--- src/rtl/mcp3008_scan_scheduler.sv ---
// MCP3008 scan scheduler: every SAMPLE_PERIOD cycles walks the enabled ADC channels
// in ascending order, one SPI command at a time, and forwards each result as a sample.
module mcp3008_scan_scheduler #(
  parameter int SAMPLE_PERIOD = 100000,
  parameter int TIMEOUT       = 4096,
  parameter bit SINGLE_ENDED  = 1'b1
) (
  input  logic        clk,
  input  logic        rst,
  input  logic        run,
  input  logic [7:0]  chan_en,
  output logic        spi_axiiv,
  output logic [16:0] spi_axiid,
  input  logic        spi_axiready,
  input  logic        spi_axiov,
  input  logic [16:0] spi_axiod,
  output logic        sample_valid,
  output logic [2:0]  sample_chan,
  output logic [9:0]  sample_data,
  output logic        scan_done,
  output logic        overrun,
  output logic        timeout_err,
  output logic        busy
);

  localparam int CW = (SAMPLE_PERIOD > 2) ? $clog2(SAMPLE_PERIOD) : 1;
  localparam int TW = $clog2(TIMEOUT + 1);

  typedef enum logic [1:0] {IDLE, ISSUE, WAIT_RESULT, NEXT} state_t;

  state_t         state, state_nx;
  logic [CW-1:0]  period_cnt;
  logic [TW-1:0]  wait_cnt;
  logic [7:0]     scan_mask;
  logic [2:0]     chan;
  logic           pending;

  logic start_due, scan_start, issue_fire, result_hit, timed_out, scan_finish;
  logic unused_od;

  assign unused_od = ^spi_axiod[16:10];

  function automatic logic [2:0] first_chan(input logic [7:0] m);
    first_chan = 3'd0;
    for (int i = 7; i >= 0; i--) begin
      if (m[i]) first_chan = 3'(i);
    end
  endfunction

  assign start_due = run && (period_cnt == '0);

  always_ff @(posedge clk or posedge rst) begin
    if (rst) state <= IDLE;
    else     state <= state_nx;
  end

  always_comb begin
    state_nx    = state;
    scan_start  = 1'b0;
    issue_fire  = 1'b0;
    result_hit  = 1'b0;
    timed_out   = 1'b0;
    scan_finish = 1'b0;
    case (state)
      IDLE: begin
        // An empty mask consumes the start but never leaves IDLE.
        if (run && (start_due || pending)) begin
          scan_start = 1'b1;
          if (chan_en != 8'd0) state_nx = ISSUE;
        end
      end
      ISSUE: begin
        if (spi_axiready) begin
          issue_fire = 1'b1;
          state_nx   = WAIT_RESULT;
        end
      end
      WAIT_RESULT: begin
        if (spi_axiov) begin
          result_hit = 1'b1;
          state_nx   = NEXT;
        end else if (wait_cnt == TW'(TIMEOUT - 1)) begin
          timed_out = 1'b1;
          state_nx  = NEXT;
        end
      end
      NEXT: begin
        if (scan_mask != 8'd0) begin
          state_nx = ISSUE;
        end else begin
          scan_finish = 1'b1;
          state_nx    = IDLE;
        end
      end
      default: state_nx = IDLE;
    endcase
  end

  always_ff @(posedge clk or posedge rst) begin
    if (rst) begin
      period_cnt <= '0;
    end else if (!run || (period_cnt == CW'(SAMPLE_PERIOD - 1))) begin
      period_cnt <= '0;
    end else begin
      period_cnt <= period_cnt + CW'(1);
    end
  end

  // scan_mask holds the channels of this scan that have not been commanded yet.
  always_ff @(posedge clk or posedge rst) begin
    if (rst) begin
      scan_mask <= 8'd0;
      chan      <= 3'd0;
      wait_cnt  <= '0;
    end else begin
      if (scan_start) begin
        scan_mask <= chan_en;
        chan      <= first_chan(chan_en);
      end
      if (issue_fire) begin
        scan_mask[chan] <= 1'b0;
        wait_cnt        <= '0;
      end else if (state == WAIT_RESULT) begin
        wait_cnt <= wait_cnt + TW'(1);
      end
      if (state == NEXT && scan_mask != 8'd0) chan <= first_chan(scan_mask);
    end
  end

  // Missed periods collapse into a single pending start; dropping run discards it.
  always_ff @(posedge clk or posedge rst) begin
    if (rst) begin
      pending <= 1'b0;
      overrun <= 1'b0;
    end else if (!run) begin
      pending <= 1'b0;
    end else if (start_due && state != IDLE) begin
      pending <= 1'b1;
      overrun <= 1'b1;
    end else if (scan_start) begin
      pending <= 1'b0;
    end
  end

  always_ff @(posedge clk or posedge rst) begin
    if (rst) begin
      sample_valid <= 1'b0;
      sample_chan  <= 3'd0;
      sample_data  <= 10'd0;
      scan_done    <= 1'b0;
      timeout_err  <= 1'b0;
    end else begin
      sample_valid <= result_hit;
      scan_done    <= scan_finish;
      if (result_hit) begin
        sample_chan <= chan;
        sample_data <= spi_axiod[9:0];
      end
      if (timed_out) timeout_err <= 1'b1;
    end
  end

  assign spi_axiiv = issue_fire;
  assign spi_axiid = (state == ISSUE) ? {1'b0, 1'b1, SINGLE_ENDED, chan, 11'b0} : 17'd0;
  assign busy      = (state != IDLE);

endmodule

--- config.mk ---
export PLATFORM = sky130hd
export DESIGN_NAME = mcp3008_scan_scheduler
export DESIGN_NICKNAME = d
export VERILOG_FILES = /design/src/rtl/mcp3008_scan_scheduler.sv
export SDC_FILE = /design/constraint.sdc
export NUM_CORES = 1
export LEC_CHECK = 0
export ABC_CLOCK_PERIOD_IN_PS = 2100
export CAP_MARGIN = 20
export CORE_UTILIZATION = 51
export DETAILED_ROUTE_END_ITERATION = 10
export GPL_ROUTABILITY_DRIVEN = 0
export PLACE_DENSITY = 0.8
export SLEW_MARGIN = 10
export SYNTH_ARGS = -nofsm -noshare
export SYNTH_HDL_FRONTEND = slang
export SYNTH_SLANG_ARGS = --single-unit
--- constraint.sdc ---
create_clock -name clk -period 2.1 [get_ports clk]
set_input_delay 0.42 -clock clk [delete_from_list [all_inputs] [get_ports clk]]
set_output_delay 0.42 -clock clk [all_outputs]
set_load 0.02 [all_outputs]
* Word-level counts from Yosys, hierarchy flattened
Index checks and enable logic that the tools add are counted.
Cells by class: $add $sub $neg 2, $lt $le $gt $ge 2, equal/unequal tests 10, mux-type cells 47, bitwise gates (word level) 2, reductions and logical operators 17
Operators by type and width (count):
- two-way mux 3 bit | 18
- two-way mux 13 bit | 2
- adder 17 x 1 -> 17 bit (second input constant) | 1
- equality test 17 bit (second input constant) | 1
- logical NOT 17 bit | 1
- two-way mux 17 bit | 1
- two-way mux 1 bit | 16
- two-way mux 16 bit | 1
- two-way mux 8 bit | 2
- nonzero test 8 bit | 2
- adder 13 x 1 -> 13 bit (second input constant) | 1
- equality test 13 x 12 -> 1 bit (second input constant) | 1
- two-way mux 2 bit | 5
- bitwise AND 8 bit | 1
- inverter 8 bit | 1
- one-hot mux 2 bit (4 select lines) | 1
- inequality test 2 bit (second input constant) | 3
- nonzero test 2 bit | 3
- logical AND 1 bit | 5
- equality test 2 bit (second input constant) | 2
- < comparator 3 x 4 -> 1 bit (second input constant) | 1
- AND reduction 4 bit | 1
- demux 1 bit (select 3 bit) | 1
- >= comparator 3 x 1 -> 1 bit (second input constant) | 1
- 7 further kinds | 8
Storage, ports and cells: register bits after elaboration 61, input port bits 30, output and inout bits 36, word-level logic and storage cells 92

* Depth between registers and ports, before layout
depth in word-level cells 10, gate-level depth with buffers 8, depth with buffers taken out 7

* Worst setup path before layout
OpenSTA, ideal clock, no wires.
path type reg2out, start reg state[1], end out spi_axiiv, arrival time 1.597 ns, data required time 1.680 ns, slack 0.083 ns, stages on the path, launching flop included 6, path buffers 2, path through dfrtp_1 -> inv_1 -> ha_1 -> and2_1 -> clkbuf_1 -> clkbuf_1
Between the ends: cells in the longest elaborated chain, start to end 2
RTL lines:
- start: declaration | line 31 | state_t state, state_nx;
- start signal: assignment | line 54 | else state <= state_nx;
- equality test 2 x 1 -> 1 bit | line 64 | case (state)
- two-way mux 1 bit | line 64
- end: declaration | line 12 | output logic spi_axiiv,
Every way passes these cells.

* Final worst setup path
start reg period_cnt[0], end reg scan_mask[2]
Between the ends: cells in the longest elaborated chain, start to end 9
RTL lines:
- start: declaration | line 32 | logic [CW-1:0] period_cnt;
- start signal: assignment | line 105 | period_cnt <= period_cnt + CW'(1);
- logical NOT 17 bit * | line 50 | assign start_due = run && (period_cnt == '0);
- logical AND 1 bit * | line 50
- logical OR 1 bit * | line 67 | if (run && (start_due || pending)) begin
- logical AND 1 bit * | line 67
- two-way mux 1 bit * | line 67
- two-way mux 1 bit * | line 64
- two-way mux 8 bit * | line 116 | if (scan_start) begin
- bitwise AND 8 bit (no line)
- two-way mux 8 bit * | line 120 | if (issue_fire) begin
- end signal: assignment | line 117 | scan_mask <= chan_en;
- end: declaration | line 34 | logic [7:0] scan_mask;
Every way passes the cells marked *; elsewhere a longest branch is shown, timed or not. A chain may end at the register's enable or synchronous reset.

==> flow_summary.json <==
{
  "outcome": "completed",
  "num_rows": 28,
  "die_area_um2": 6470,
  "cp.arrival_ps": 2200,
  "syn_area_um2": 3140,
  "drt_first_pass_iters": 4,
  "finalHoldViolations": 0,
  "synthCells": 304,
  "synth_top_area_share_pct": 48.6,
  "drv_slew": 0,
  "timing.fmax_mhz": 500,
  "ys_ff_latch": 61,
  "ys_async_sr_fraction_pct": 100,
  "finalCriticalPeriod_ps": 2000,
  "hp-class": "in -> async",
  "power_density_nw_per_um2": 1110,
  "ys_top_cells_by_area": "dfrtp_1 49%, nor2_1 5.3%, mux2_2 4.7%",
  "htree_levels": 3,
  "synth_flop_cell": "dfrtp_1",
  "final_nets": 415,
  "numPortBuffers": 46,
  "wl_per_cell_um": 14.2,
  "grt_pass1_wl_um": 10900,
  "drt_iter0_markers": 155,
  "cts_buffer_depth": 2,
  "start_kind": "flop",
  "grt_overflow": 0,
  "antenna_cells": 0,
  "synth_common_cells": "61 x dfrtp_1, 44 x nor2_1, 17 x inv_1",
  "synth_top_family_by_area": "simple AND/OR/NAND/NOR gates",
  "synth.distinct_cells": 49,
  "routed_wl_um": 6490,
  "vias": 2425,
  "drc": 0,
  "final.setup.tns_ps": 0,
  "grt_pass1_vias": 2506,
  "synth_xor_area_share_pct": 6.98,
  "synthSimpleGateAreaFrac_pct": 18.9,
  "core_um2": 5920,
  "dieWidth_um": 80.4,
  "maxCapViolCount": 0,
  "synth_fa_ha_area_share_pct": 3.19,
  "critPathMaxFanout": 15,
  "ys_seq_area_share_pct": 48.6,
  "numCtsBuffers": 9,
  "drive_above_1_share_pct": 15.5,
  "initial_utilization_pct": 53.0,
  "end_kind": "flop",
  "leakage_uw": 0.00181,
  "synth_top_area_cell": "dfrtp_1",
  "clk-insertion-delay-late_ps": 340,
  "via_per_inst": 5.32,
  "synth_edf_count": 0,
  "cp.required_ps": 2300,
  "avgSynthCellArea_um2": 10.3,
  "synth_compound_area_share_pct": 8.77,
  "critPathKind": "reg -> reg",
  "ir_drop_v": 0.000760,
  "antenna_found_initial": 0,
  "die-height_um": 80.4,
  "yosys_warnings": 0,
  "syn_to_final_growth_pct": 26.5,
  "grt.total_usage_pct": 22.4,
  "clk_root_buffer_cell": "clkbuf_8",
  "post-route-period-util_pct": 95.3,
  "grt_max_degree": 31,
  "setup_violations": 0,
  "synth.most_common_cell": "dfrtp_1",
  "fin_skew_ps": 5.55,
  "place_inst": 440,
  "clock_sinks": 61,
  "io_pins": 66,
  "ant_nets": 0,
  "dp_hpwl_um": 4760,
  "synthMuxAreaShare_pct": 7.22,
  "cts_tree": "done",
  "cts.clk_slew.worst_paths_ps": 70,
  "final_cells": 456
}
placed cells by master, fill, tap and decap left out, types with 3 or more instances in the layout:
cell type	count
o211ai_1	4
o21ai_0	7
mux2i_1	8
and2_1	6
a21oi_1	11
nand4_1	8
clkbuf_8	10
nor3_1	3
xor2_1	15
conb_1	12
mux2_2	13
nor2b_1	7
a31oi_1	3
buf_4	22
dlygate4sd2_1	5
xnor2_1	10
clkdlybuf4s50_1	39
and4_1	3
nand2_1	14
or4_1	4
inv_1	16
dfrtp_1	61
ha_1	7
nor2_1	44
nand3_1	8
clkbuf_1	3
per-layer routing:
metal  wire length (um)  share of wire, %  vias up  global-route usage (%)
li1                   -                 -     1163                       -
met1               2820                43     1186                    27.3
met2               3180                49       68                    37.0
met3                422               6.5        8                    7.16
met4                 69               1.1        0                    7.68
met5                  0                 0        -                       0
worst max-delay path, cell delays in order, from the launching register on:
cell and delay, ps:
dfrtp_1 420, inv_1 70, ha_1 140, nor4b_1 260
nand4_1 270, o21ai_4 240, buf_12 170, mux2i_1 230
a21oi_1 80
cell families after synthesis:
| group | Yosys count |
|---|---|
| and+or+nand+nor | 113 |
| DFF | 61 |
| AOI/OAI and AO/OA | 39 |
| buffers and inverters | 36 |
| xor gates and xnor gates | 25 |
| muxes | 21 |
| adders and majority gates | 8 |
| other | 1 |
layout make-up:
class / count / area (um2)
Clock inverter: 2 / 10.0
Sequential cell: 61 / 1530
Clock buffer: 13 / 149
Tap cell: 75 / 93.8
Timing Repair Buffer: 70 / 664
Inverter: 17 / 63.8
Multi-Input combinational cell: 218 / 1460
Fill cell: 481 / 1950
per-stage QoR:
stage          hold WS (ps)  cell area [um2]  utilization (%)  power [uW]  setup slack [ps]
2_1_floorplan           474             3180                -        2800              83.4
3_3_place_gp            438             3800             64.2        3510             -50.9
3_5_place_dp            464             3800             64.2        3560             -92.3
4_1_cts                 420             3960             66.8        4440              12.1
5_1_grt                 444             3970             67.1        4720             -20.8
6_report                414             3970             67.1        4420              98.7
path summary, 6_finish.rpt:
| kind | from | to | slack, ps | depth (start not counted) |
|---|---|---|---|---|
| max reg2reg | period_cnt[0] | scan_mask[2] | 100 | 8 |
| min reg2reg | overrun | overrun | 470 | 1 |
| max | period_cnt[0] | scan_mask[2] | 100 | 8 |
| min | rst | sample_chan[2] | 410 | 2 |
| min in group clk | overrun | overrun | 470 | 1 |
| max in group asynchronous | rst | sample_data[4] | 1140 | 3 |
power by group:
group          switching (uW)  total [uW]  internal, uW
Clock                     438         889           451
Sequential                209        1680          1480
Combinational             951        1840           892
Total                    1600        4420          2820
repair_timing:
item | CTS | global route
pin swaps | 0 | 1
hold buffers | 0 | 0
setup buffers | 0 | 1
resized for setup | 6 | 2
endpoints found under the setup margin | 7 | 4
sequential cells by signal, summed over array words and instances (netlist names):
| name | cells |
|---|---|
| sample_chan | 3 |
| overrun | 1 |
| state | 2 |
| scan_done | 1 |
| chan | 3 |
| sample_valid | 1 |
| period_cnt | 17 |
| pending | 1 |
| scan_mask | 8 |
| timeout_err | 1 |
| wait_cnt | 13 |
| sample_data | 10 |
No activity file was read; power rests on OpenSTA's default activity.
